==> src/rtl/bus_mux_pipe.sv <==
// bus_mux_pipe: registered N-to-1 bus multiplexer with a valid/ready handshake and a two-entry
// skid buffer (main + skid). Sustains one transfer per cycle under back-pressure.
//
// Ports:
//   clk         rising-edge clock
//   clr         synchronous active-high reset
//   in_data     NUM_IN flattened inputs, input i at [i*WIDTH +: WIDTH]
//   in_sel      binary select of the current request
//   in_valid    request present
//   in_ready    block can accept a request (registered: low only while skid is occupied)
//   out_data    selected data
//   out_sel     select value that produced out_data
//   out_valid   out_data/out_sel valid
//   out_ready   consumer accepts the output
//   err_sel     sticky: an out-of-range select has been accepted
//   err_clr     clears err_sel and drop_count
//   drop_count  saturating count of dropped (out-of-range) requests
module bus_mux_pipe #(
   parameter int unsigned WIDTH  = 32,
   parameter int unsigned NUM_IN = 3,
   parameter int unsigned SEL_W  = 2
) (
   input  logic                    clk,
   input  logic                    clr,
   input  logic [NUM_IN*WIDTH-1:0] in_data,
   input  logic [SEL_W-1:0]        in_sel,
   input  logic                    in_valid,
   output logic                    in_ready,
   output logic [WIDTH-1:0]        out_data,
   output logic [SEL_W-1:0]        out_sel,
   output logic                    out_valid,
   input  logic                    out_ready,
   output logic                    err_sel,
   input  logic                    err_clr,
   output logic [7:0]              drop_count
);

   typedef enum logic [1:0] {StEmpty, StOne, StFull} state_e;

   state_e              state_q, state_d;
   logic [WIDTH-1:0]    main_data_q, main_data_d;
   logic [SEL_W-1:0]    main_sel_q, main_sel_d;
   logic [WIDTH-1:0]    skid_data_q, skid_data_d;
   logic [SEL_W-1:0]    skid_sel_q, skid_sel_d;
   logic                err_q, err_d;
   logic [7:0]          drop_q, drop_d;

   logic [WIDTH-1:0]    req_data;
   logic                in_range;
   logic                accept;
   logic                xfer;
   logic                push;
   logic                drop;

   // Explicit compare-per-input mux so out-of-range selects never index past in_data.
   always_comb begin
      req_data = '0;
      for (int unsigned i = 0; i < NUM_IN; i++) begin
         if (in_sel == SEL_W'(i)) req_data = in_data[i*WIDTH +: WIDTH];
      end
   end

   assign in_range = 32'(in_sel) < NUM_IN;
   assign accept   = in_valid && in_ready;
   assign xfer     = out_valid && out_ready;
   assign push     = accept && in_range;
   assign drop     = accept && !in_range;

   always_comb begin
      state_d     = state_q;
      main_data_d = main_data_q;
      main_sel_d  = main_sel_q;
      skid_data_d = skid_data_q;
      skid_sel_d  = skid_sel_q;
      unique case (state_q)
         StEmpty: begin
            if (push) begin
               main_data_d = req_data;
               main_sel_d  = in_sel;
               state_d     = StOne;
            end
         end
         StOne: begin
            if (push && xfer) begin
               main_data_d = req_data;
               main_sel_d  = in_sel;
            end else if (push) begin
               skid_data_d = req_data;
               skid_sel_d  = in_sel;
               state_d     = StFull;
            end else if (xfer) begin
               state_d = StEmpty;
            end
         end
         StFull: begin
            // in_ready is low here, so no request can arrive alongside the transfer.
            if (xfer) begin
               main_data_d = skid_data_q;
               main_sel_d  = skid_sel_q;
               state_d     = StOne;
            end
         end
         default: state_d = StEmpty;
      endcase
   end

   // Drop accounting: a drop in the same cycle as err_clr wins over the clear.
   always_comb begin
      err_d  = err_q;
      drop_d = drop_q;
      if (drop) begin
         err_d  = 1'b1;
         drop_d = err_clr ? 8'd1 : ((drop_q == 8'hFF) ? 8'hFF : drop_q + 8'd1);
      end else if (err_clr) begin
         err_d  = 1'b0;
         drop_d = 8'd0;
      end
   end

   always_ff @(posedge clk) begin
      if (clr) begin
         state_q     <= StEmpty;
         main_data_q <= '0;
         main_sel_q  <= '0;
         skid_data_q <= '0;
         skid_sel_q  <= '0;
         err_q       <= 1'b0;
         drop_q      <= 8'd0;
      end else begin
         state_q     <= state_d;
         main_data_q <= main_data_d;
         main_sel_q  <= main_sel_d;
         skid_data_q <= skid_data_d;
         skid_sel_q  <= skid_sel_d;
         err_q       <= err_d;
         drop_q      <= drop_d;
      end
   end

   assign in_ready   = (state_q != StFull);
   assign out_valid  = (state_q != StEmpty);
   assign out_data   = main_data_q;
   assign out_sel    = main_sel_q;
   assign err_sel    = err_q;
   assign drop_count = drop_q;

endmodule

==> config.mk <==
export PLATFORM = sky130hd
export DESIGN_NAME = bus_mux_pipe
export DESIGN_NICKNAME = d
export VERILOG_FILES = /design/src/rtl/bus_mux_pipe.sv
export SDC_FILE = /design/constraint.sdc
export NUM_CORES = 1
export LEC_CHECK = 0
export ABC_CLOCK_PERIOD_IN_PS = 2900
export BUFFER_PORTS_ARGS = -buffer_cell sky130_fd_sc_hd__buf_4
export CORE_ASPECT_RATIO = 1.2
export CORE_MARGIN = 8
export CORE_UTILIZATION = 46
export DETAILED_ROUTE_END_ITERATION = 7
export PLACE_DENSITY = 0.84
export SLEW_MARGIN = 20
export SYNTH_ARGS = -nofsm -noshare
export SYNTH_HDL_FRONTEND = slang
export SYNTH_SLANG_ARGS = --single-unit
==> constraint.sdc <==
create_clock -name clk -period 2.9 [get_ports clk]
set_input_delay 0.435 -clock clk [delete_from_list [all_inputs] [get_ports clk]]
set_output_delay 0.435 -clock clk [all_outputs]
set_load 0.005 [all_outputs]
* After elaboration in Yosys (flattened, before gate mapping)
Index checks and enable logic that the tools add are counted.
** Word-level totals
- Register bits after elaboration :: 79
- Bits in latches :: 0
- Memory bits (writable) :: 0
- ROM bits :: 0
- Input bits :: 103
- Word-level logic and storage cells :: 58
- Memories :: 0
** Operators by class
- Add/subtract/negate cells :: 1
- Multiply operators :: 0
- Divide/modulo/power cells :: 0
- $lt $le $gt $ge :: 1
- Equal/unequal tests :: 11
- Shift operators :: 0
- Mux-type cells :: 23
- Bitwise gates (word level) :: 1
- Reductions and logical operators :: 14
** Operators by type and width (number)
- $mux W32 :: 6
- $pmux W32 S3 :: 1
- $mux W8 :: 4
- $mux W2 :: 8
- $pmux W2 S3 :: 2
- $ne A2 B2 Y1 const B :: 5
- $add A8 B1 Y8 const B :: 1
- $eq A8 B8 Y1 const B :: 1
- $reduce_and A4 Y1 :: 2
- $logic_and A1 B1 Y1 :: 5
- $eq A2 B1 Y1 const B :: 2
- $eq A2 B2 Y1 const B :: 2
- $logic_not A2 Y1 :: 2
- $reduce_bool A2 Y1 :: 2
- $ne A3 B3 Y1 const B :: 1
- $reduce_and A3 Y1 :: 1
- $reduce_bool A3 Y1 :: 1
- $lt A2 B2 Y1 const B :: 1
- $mux W1 :: 2
- $logic_not A1 Y1 :: 1
- $not A1 Y1 :: 1

* Depth between registers and ports, before layout
Gate-level depths: netlist of run 1.
- Depth in word-level cells :: 6
- Gate-level depth with buffers :: 7
- Depth with buffers taken out :: 5

* Worst setup path after synthesis of run 1
No wires, ideal clock.
- Path kind :: input -> register
- Start point :: in in_sel[0]
- End point :: reg skid_data_q[17]
- Setup time :: 0.128 ns
- Arrival time :: 1.490 ns
- Required time :: 2.772 ns
- Slack :: 1.283 ns
- Stages on the path :: 7
- Cell sequence :: buf_4 a21bo_1 nor3_2 buf_6 buf_8 mux2i_1 nor2_1
** On the way
- Longest elaborated chain between the ends :: 5
- Elaborated cells between the ends (all ways) :: 11
- Classes of those cells :: order compare (1); eq/ne (2); mux (3); bitwise (1); reduce/logical (4)
** Ends and longest elaborated chain
- from (decl) :: RTL line 26 : input logic [SEL_W-1:0] in_sel,
- $lt A2 B2 Y1 :: RTL line 63 : assign in_range = 32'(in_sel) < NUM_IN;
- $logic_and A1 B1 Y1 :: RTL line 66 : assign push = accept && in_range;
- $logic_and A1 B1 Y1 :: RTL line 84 : if (push && xfer) begin
- $not A1 Y1 (no source line)
- $reduce_and A3 Y1 (no source line)
- to (signal assigned) :: RTL line 133 : skid_data_q <= skid_data_d;
- to (decl) :: RTL line 43 : logic [WIDTH-1:0] skid_data_q, skid_data_d;
Parallel ways exist; a longest one is shown, timed or not.
A chain may end at the register's enable or synchronous reset.

* Worst setup path in the final report of run 1
- Start point :: reg state_q[1]
- End point :: out in_ready
** On the way
- Longest elaborated chain between the ends :: 1
** Ends and longest elaborated chain
- from (decl) :: RTL line 40 : state_e state_q, state_d;
- from (signal assigned) :: RTL line 122 : state_q <= StEmpty;
- from (signal assigned) :: RTL line 130 : state_q <= state_d;
- $ne A2 B2 Y1 :: RTL line 140 : assign in_ready = (state_q != StFull);
- to (decl) :: RTL line 28 : output logic in_ready,
Every way passes these cells.

==> impl_metrics.csv, run 1 <==
group,metric,value,unit
setup_path,crit_path_end_kind,"output port",
run_status,status,"finished clean",
pwr,power_frac_clock,42.9,%
drt,drt_first_pass_iters,4,
cts,htreeDepth,3,
sta,max_freq,369,MHz
cells_and_area,fillers,796,
setup_path,cp.buffers_inverters,2,
global_routing,grt_antenna_before_repair,0,
drt,drtIter0Drc,231,
pwr,p_comb_share,17.5,%
logic_synthesis,ys_seq_elements,79,
logic_synthesis,yosysWarnings,0,
setup_path,critPathMaxFanout,69,
sta,rsz0062_at_grt,"false",
cts,postCtsResizedCells,0,
pwr,intPower,0.00222,W
sta,setup_viol,0,
setup_path,critPathTopFamily,"buffers and inverters",
logic_synthesis,yosysSeqAreaShare,35.3,%
logic_synthesis,synth.distinct_cells,37,
pwr,p_sw,0.000700,W
floorplan,initial_core_util,47.1,%
placement,io_buffers,147,
cts,cts_tree,"built",
cts,cts.sinks,79,
pwr,finalPower,0.00292,W
setup_path,worst_setup_path_start_kind,"flip-flop",
logic_synthesis,syn_area,0.00448,mm^2
logic_synthesis,syn_inst,493,
cts,root_buffer,"clkbuf_16",
job,cap_violations,0,
pwr,p_leak,2.30,nW
cts,cts_inserted_buffers,9,
placement,dpl.hpwl,9.15,mm
global_routing,grt_pass1_wl,20.8,mm
sta,finClkSkew,6.20,ps
logic_synthesis,syn-num-nets,597,
sta,worst_slew_pin_slew,917,ps
cells_and_area,layout.nets,711,
drt,vias,4322,
global_routing,grt_usage,19.0,%
floorplan,die-area,0.0132,mm^2
pwr,seq_power_share,39.5,%
cells_and_area,finalCoreUtilization,61.4,%
cts,postCtsHoldBufs,0,
cts,post-cts-setup-buffer-count,0,
cts,cts_buffer_depth,2,
setup_path,critPathMaxStageDelay,690,ps
global_routing,grtUsageMet1,22.6,%
cells_and_area,diodes,0,
sta,maxSlewViolCount,0,
global_routing,met3_usage,4.30,%
sta,hold_slack,336,ps
global_routing,grt_pass1_vias,4368,
setup_path,worstSetupPathType,"flip-flop to output port",
floorplan,pin_count,148,
drt,wl_per_cell,17.8,um
cells_and_area,final_cells,734,
global_routing,grt_max_degree,74,
pwr,p_sw_share,24.0,%
cts,clk_pin_slew,50,ps
worst_hold_path,hold_path.class,"input port to flip-flop",
logic_synthesis,avgSynthCellArea,9.09,um^2
sta,period_minus_slack,2710,ps
drt,antenna_left,0,
drt,finalWirelength,13.1,mm
placement,place_congestion,0.805,
sta,setup_tns,0,ps
drt,drc,0,
cells_and_area,area_growth,30.3,%
floorplan,core,0.00952,mm^2
sta,relSlewSlack,38.9,%
setup_path,arrival,2270,ps
global_routing,grt-busiest-layer,"met2",
floorplan,num_rows,39,
floorplan,die_h,124,um
sta,hold_viol_final,0,
sta,finalCritPeriodShare,93.4,%
pwr,pwr_density_cell,499,mW/mm^2
cells_and_area,drive_gt1_share,30.1,%
setup_path,required,2470,ps
global_routing,overflow,0,
drt,viasPerCell,5.89,
cts,clk_latency,320,ps
global_routing,grtUsageMet2,32.3,%
setup_path,slowest_stage,"clkinv_2",
pwr,peakVddDrop,0.000288,V
setup_path,crit_chain,"and2b_2 -> clkinv_2 -> buf_4",
placement,dp.cells,719,
floorplan,die_w,106,um
-- cell usage in the layout (no fill, tap or decap), drive strengths merged, types with 4 or more instances in the layout --
cell / instances
a311oi: 4
a21oi: 38
and3: 5
nand3: 6
nand3b: 32
buf: 158
o21ai: 32
nor3: 8
nor2: 42
o211ai: 64
mux2i: 70
dfxtp: 79
a31oi: 4
clkbuf: 11
o2111ai: 32
-- cell families after synthesis --
kind of cell,after synthesis,share of synthesized area (%)
and+or+nand+nor,103,13.0
muxes,70,15.9
adders and majority gates,1,0.279
buffers and inverters,59,7.62
AOI/OAI and AO/OA,181,27.9
DFF,79,35.3
-- synthesized netlist by cell type (all sizes together) --
library cell,number,area [um^2]
dfxtp,79,1580
mux2i,70,713
o211ai,64,480
nor2,42,158
a21oi,38,194
nand3b,32,240
o2111ai,32,280
o21ai,32,160
buf,29,229
clkbuf,26,97.6
nor3,8,50.1
nand3,6,30.0
and3,5,31.3
a311oi,4,35.0
a31oi,4,40.0
inv,4,15.0
a211oi,3,22.5
nand2b,3,18.8
nand2,2,7.51
or2,2,12.5
a21bo,1,10.0
a21boi,1,11.3
a2bb2oi,1,8.76
and2b,1,8.76
and4bb,1,12.5
ha,1,12.5
nor3b,1,12.5
o21ba,1,10.0
-- metrics by stage --
stage,setup slack (ps),area [um^2]
after floorplan,1280,4480
after global placement,751,5510
after detailed placement,691,5510
after CTS,357,5840
after global routing,30.8,5840
final,192,5840
-- worst register-to-register path: cells and delay by family, from the launching register on --
kind | cells | cell delay, ps
buf+inv | 1 | 690
compound gates | 1 | 320
flops | 1 | 520
simple gates | 3 | 800
-- power groups by stage --
| stage | Sequential, W | Combinational [W] | Clock, W |
|---|---|---|---|
| final | 0.00115 | 0.000511 | 0.00125 |
| after detailed placement | 0.00118 | 0.000511 | 0 |
| after floorplan | 0.00117 | 0.000299 | 0 |
| after CTS | 0.00115 | 0.000513 | 0.00126 |
| after global placement | 0.00117 | 0.000499 | 0 |
| after global routing | 0.00116 | 0.000555 | 0.00132 |
-- worst paths after layout --
path / from / endpoint / slack [ps] / cells past startpoint
setup / recovery: state_q[1] / in_ready / 190 / 3
hold / removal: out_ready / state_q[1] / 340 / 2
setup reg to reg: state_q[1] / drop_count[2] / 470 / 5
hold reg to reg: err_sel / err_sel / 480 / 2
-- cell type report --
class	count	area (um^2)	share of cell area, %
tap	123	154	2.64
sequential	79	1580	27.1
multi-input combinational	355	2570	44.1
clock inverter	4	95.1	1.63
clock buffer	11	233	3.99
inverter	4	16.3	0.279
timing repair buffer	158	1190	20.3
-- sequential cells by signal (all words and copies together), names as in the netlist --
register	count
drop_count	8
err_sel	1
out_data	32
out_sel	2
skid_data_q	32
skid_sel_q	2
state_q	2
-- layer usage --
| layer | routed length (um) | share of wire, % |
|---|---|---|
| met3 | 847 | 6.5 |
| met5 | 0 | 0 |
| met2 | 6770 | 52 |
| met4 | 221 | 1.7 |
| met1 | 5260 | 40 |
No activity file was read; power rests on OpenSTA's default activity.
==> run 2, diff against run 1 <==
--- a/config.mk
+++ b/config.mk
@@ -12,6 +12,7 @@
 export CORE_UTILIZATION = 46
 export DETAILED_ROUTE_END_ITERATION = 7
 export PLACE_DENSITY = 0.84
+export RECOVER_POWER = 50
 export SLEW_MARGIN = 20
 export SYNTH_ARGS = -nofsm -noshare
 export SYNTH_HDL_FRONTEND = slang
==> impl_metrics.csv, run 2 (synthesized netlist as in run 1, its figures left out) <==
group,metric,value,unit
sta,maxSlewViolCount,71,
cells_and_area,layout_commonest_cell,"buf_4",
placement,io_buffers,147,
cells_and_area,final_cell_mix,"buf_4, dfxtp_1, mux2i_1",
sta,relSlewSlack,-7.27,%
worst_hold_path,min-delay-start,"out_ready",
cts,cts_inserted_buffers,9,
drt,finalWirelength,13.1,mm
global_routing,grt_pass1_vias,4368,
pwr,p_leak,2.24,nW
cts,post-cts-setup-buffer-count,0,
placement,post-place-ws,691,ps
global_routing,overflow,0,
cts,postCtsResizedCells,0,
worst_hold_path,whs_endpoint,"state_q[1]",
global_routing,grt_max_degree,74,
cells_and_area,fillers,808,
cells_and_area,fin_area,0.00579,mm^2
cts,postCtsHoldBufs,0,
drt,vias,4333,
pwr,pwr_density_cell,504,mW/mm^2
sta,finalCritPeriodShare,92.0,%
global_routing,grt_antenna_before_repair,0,
drt,drtIter0Drc,218,
floorplan,die_h,124,um
setup_path,crit_path_end_kind,"output port",
sta,finClkSkew,4.72,ps
floorplan,num_rows,39,
run_status,status,"complete, but fails checks",
setup_path,required,2470,ps
setup_path,arrival,2230,ps
floorplan,die-area,0.0132,mm^2
job,cap_violations,1,
drt,wl_per_cell,17.8,um
placement,place_area,0.00551,mm^2
setup_path,rr_endpoint,"drop_count[2]",
cts,cts_buffer_depth,2,
setup_path,crit-reg2reg-launch,"state_q[1]",
sta,rsz0062_at_grt,"false",
sta,setup_viol,0,
floorplan,die_w,106,um
drt,viasPerCell,5.90,
cts,cts.sinks,79,
sta,hold_viol_final,0,
setup_path,worstSetupPathType,"flip-flop to output port",
floorplan,core,0.00952,mm^2
setup_path,worst_setup_path_start_kind,"flip-flop",
global_routing,grt_pass1_wl,20.8,mm
cells_and_area,diodes,0,
cts,root_buffer,"clkbuf_16",
global_routing,grt_usage,19.0,%
worst_hold_path,min_path_cells,2,
cts,clk_latency,330,ps
setup_path,rrSetupSlack,520,ps
run_status,failed_checks,"max-capacitance violations, max-slew violations",
cells_and_area,finalCoreUtilization,60.8,%
sta,period_minus_slack,2670,ps
floorplan,initial_core_util,47.1,%
floorplan,pin_count,148,
sta,max_freq,375,MHz
placement,dpl.hpwl,9.15,mm
setup_path,worst_r2r_path_depth,5,
worst_hold_path,hold_path.class,"input port to flip-flop",
setup_path,critPathMaxStageDelay,680,ps
cts,cts_tree,"built",
setup_path,critPathMaxFanout,69,
cells_and_area,area_growth,29.1,%
drt,antenna_left,0,
setup_path,slowest_stage,"clkinv_2",
placement,place_congestion,0.805,
sta,worst_slew_pin_slew,1610,ps
cells_and_area,layout.nets,711,
cts,clk_pin_slew,50,ps
setup_path,crit_chain,"and2b_2 -> clkinv_2 -> buf_4",
drt,drt_first_pass_iters,4,
cells_and_area,drive_gt1_share,28.5,%
sta,setup_tns,0,ps
pwr,peakVddDrop,0.000287,V
sta,worst_slack,231,ps
cts,htreeDepth,3,
drt,drc,0,
-- run 2: cell types whose count changed in the layout (fill, tap and decap cells not counted), sizes merged --
cell,previous run,this run
buf,158,112
clkbuf,11,57
-- run 2: cell type report --
class                   instances  area [um^2]  share of cell area [%]
repair buffers                158         1140                    19.8
flip-flops and latches         79         1580                    27.3
inverters                       4         16.3                   0.281
clock buffers                  11          233                    4.02
well taps                     123          154                    2.66
multi-input cells             355         2560                    44.3
clock inverters                 4         95.1                    1.64
-- run 2: power by group --
| group | internal [W] | total (W) | switching [W] |
|---|---|---|---|
| registers | 0.00113 | 0.00115 | 0.0000246 |
| clock network | 0.000835 | 0.00126 | 0.000424 |
| logic | 0.000248 | 0.000504 | 0.000256 |
-- run 2: worst max-delay path, delay by kind of cell (launching register included) --
kind	cells	cell delay [ps]
buffers and inverters	2	1110
DFF	1	480
and+or+nand+nor	1	260
-- run 2: layer usage --
layer / track usage, % / part of all wire (%)
met1: 22.6 / 41
met2: 32.3 / 51
met3: 4.30 / 6.0
met4: 8.46 / 1.9
met5: 0 / 0
-- run 2: how the worst max path moves through the flow --
stage                      end  startpoint  slack [ps]
2_1_floorplan  skid_data_q[17]   in_sel[0]        1280
4_1_cts               in_ready  state_q[1]         360
3_3_place_gp          in_ready  state_q[1]         750
6_report              in_ready  state_q[1]         230
3_5_place_dp    skid_data_q[7]   in_sel[0]         690
5_1_grt         skid_data_q[7]   in_sel[0]          20
-- run 2: metrics by stage --
stage | hold slack [ps] | power (W) | cells
6_report | 333 | 0.00291 | 734
5_1_grt | 345 | 0.00303 | 734
4_1_cts | 328 | 0.00293 | 734
3_5_place_dp | 477 | 0.00169 | 719
3_3_place_gp | 473 | 0.00167 | 719
2_1_floorplan | 460 | 0.00147 | 493
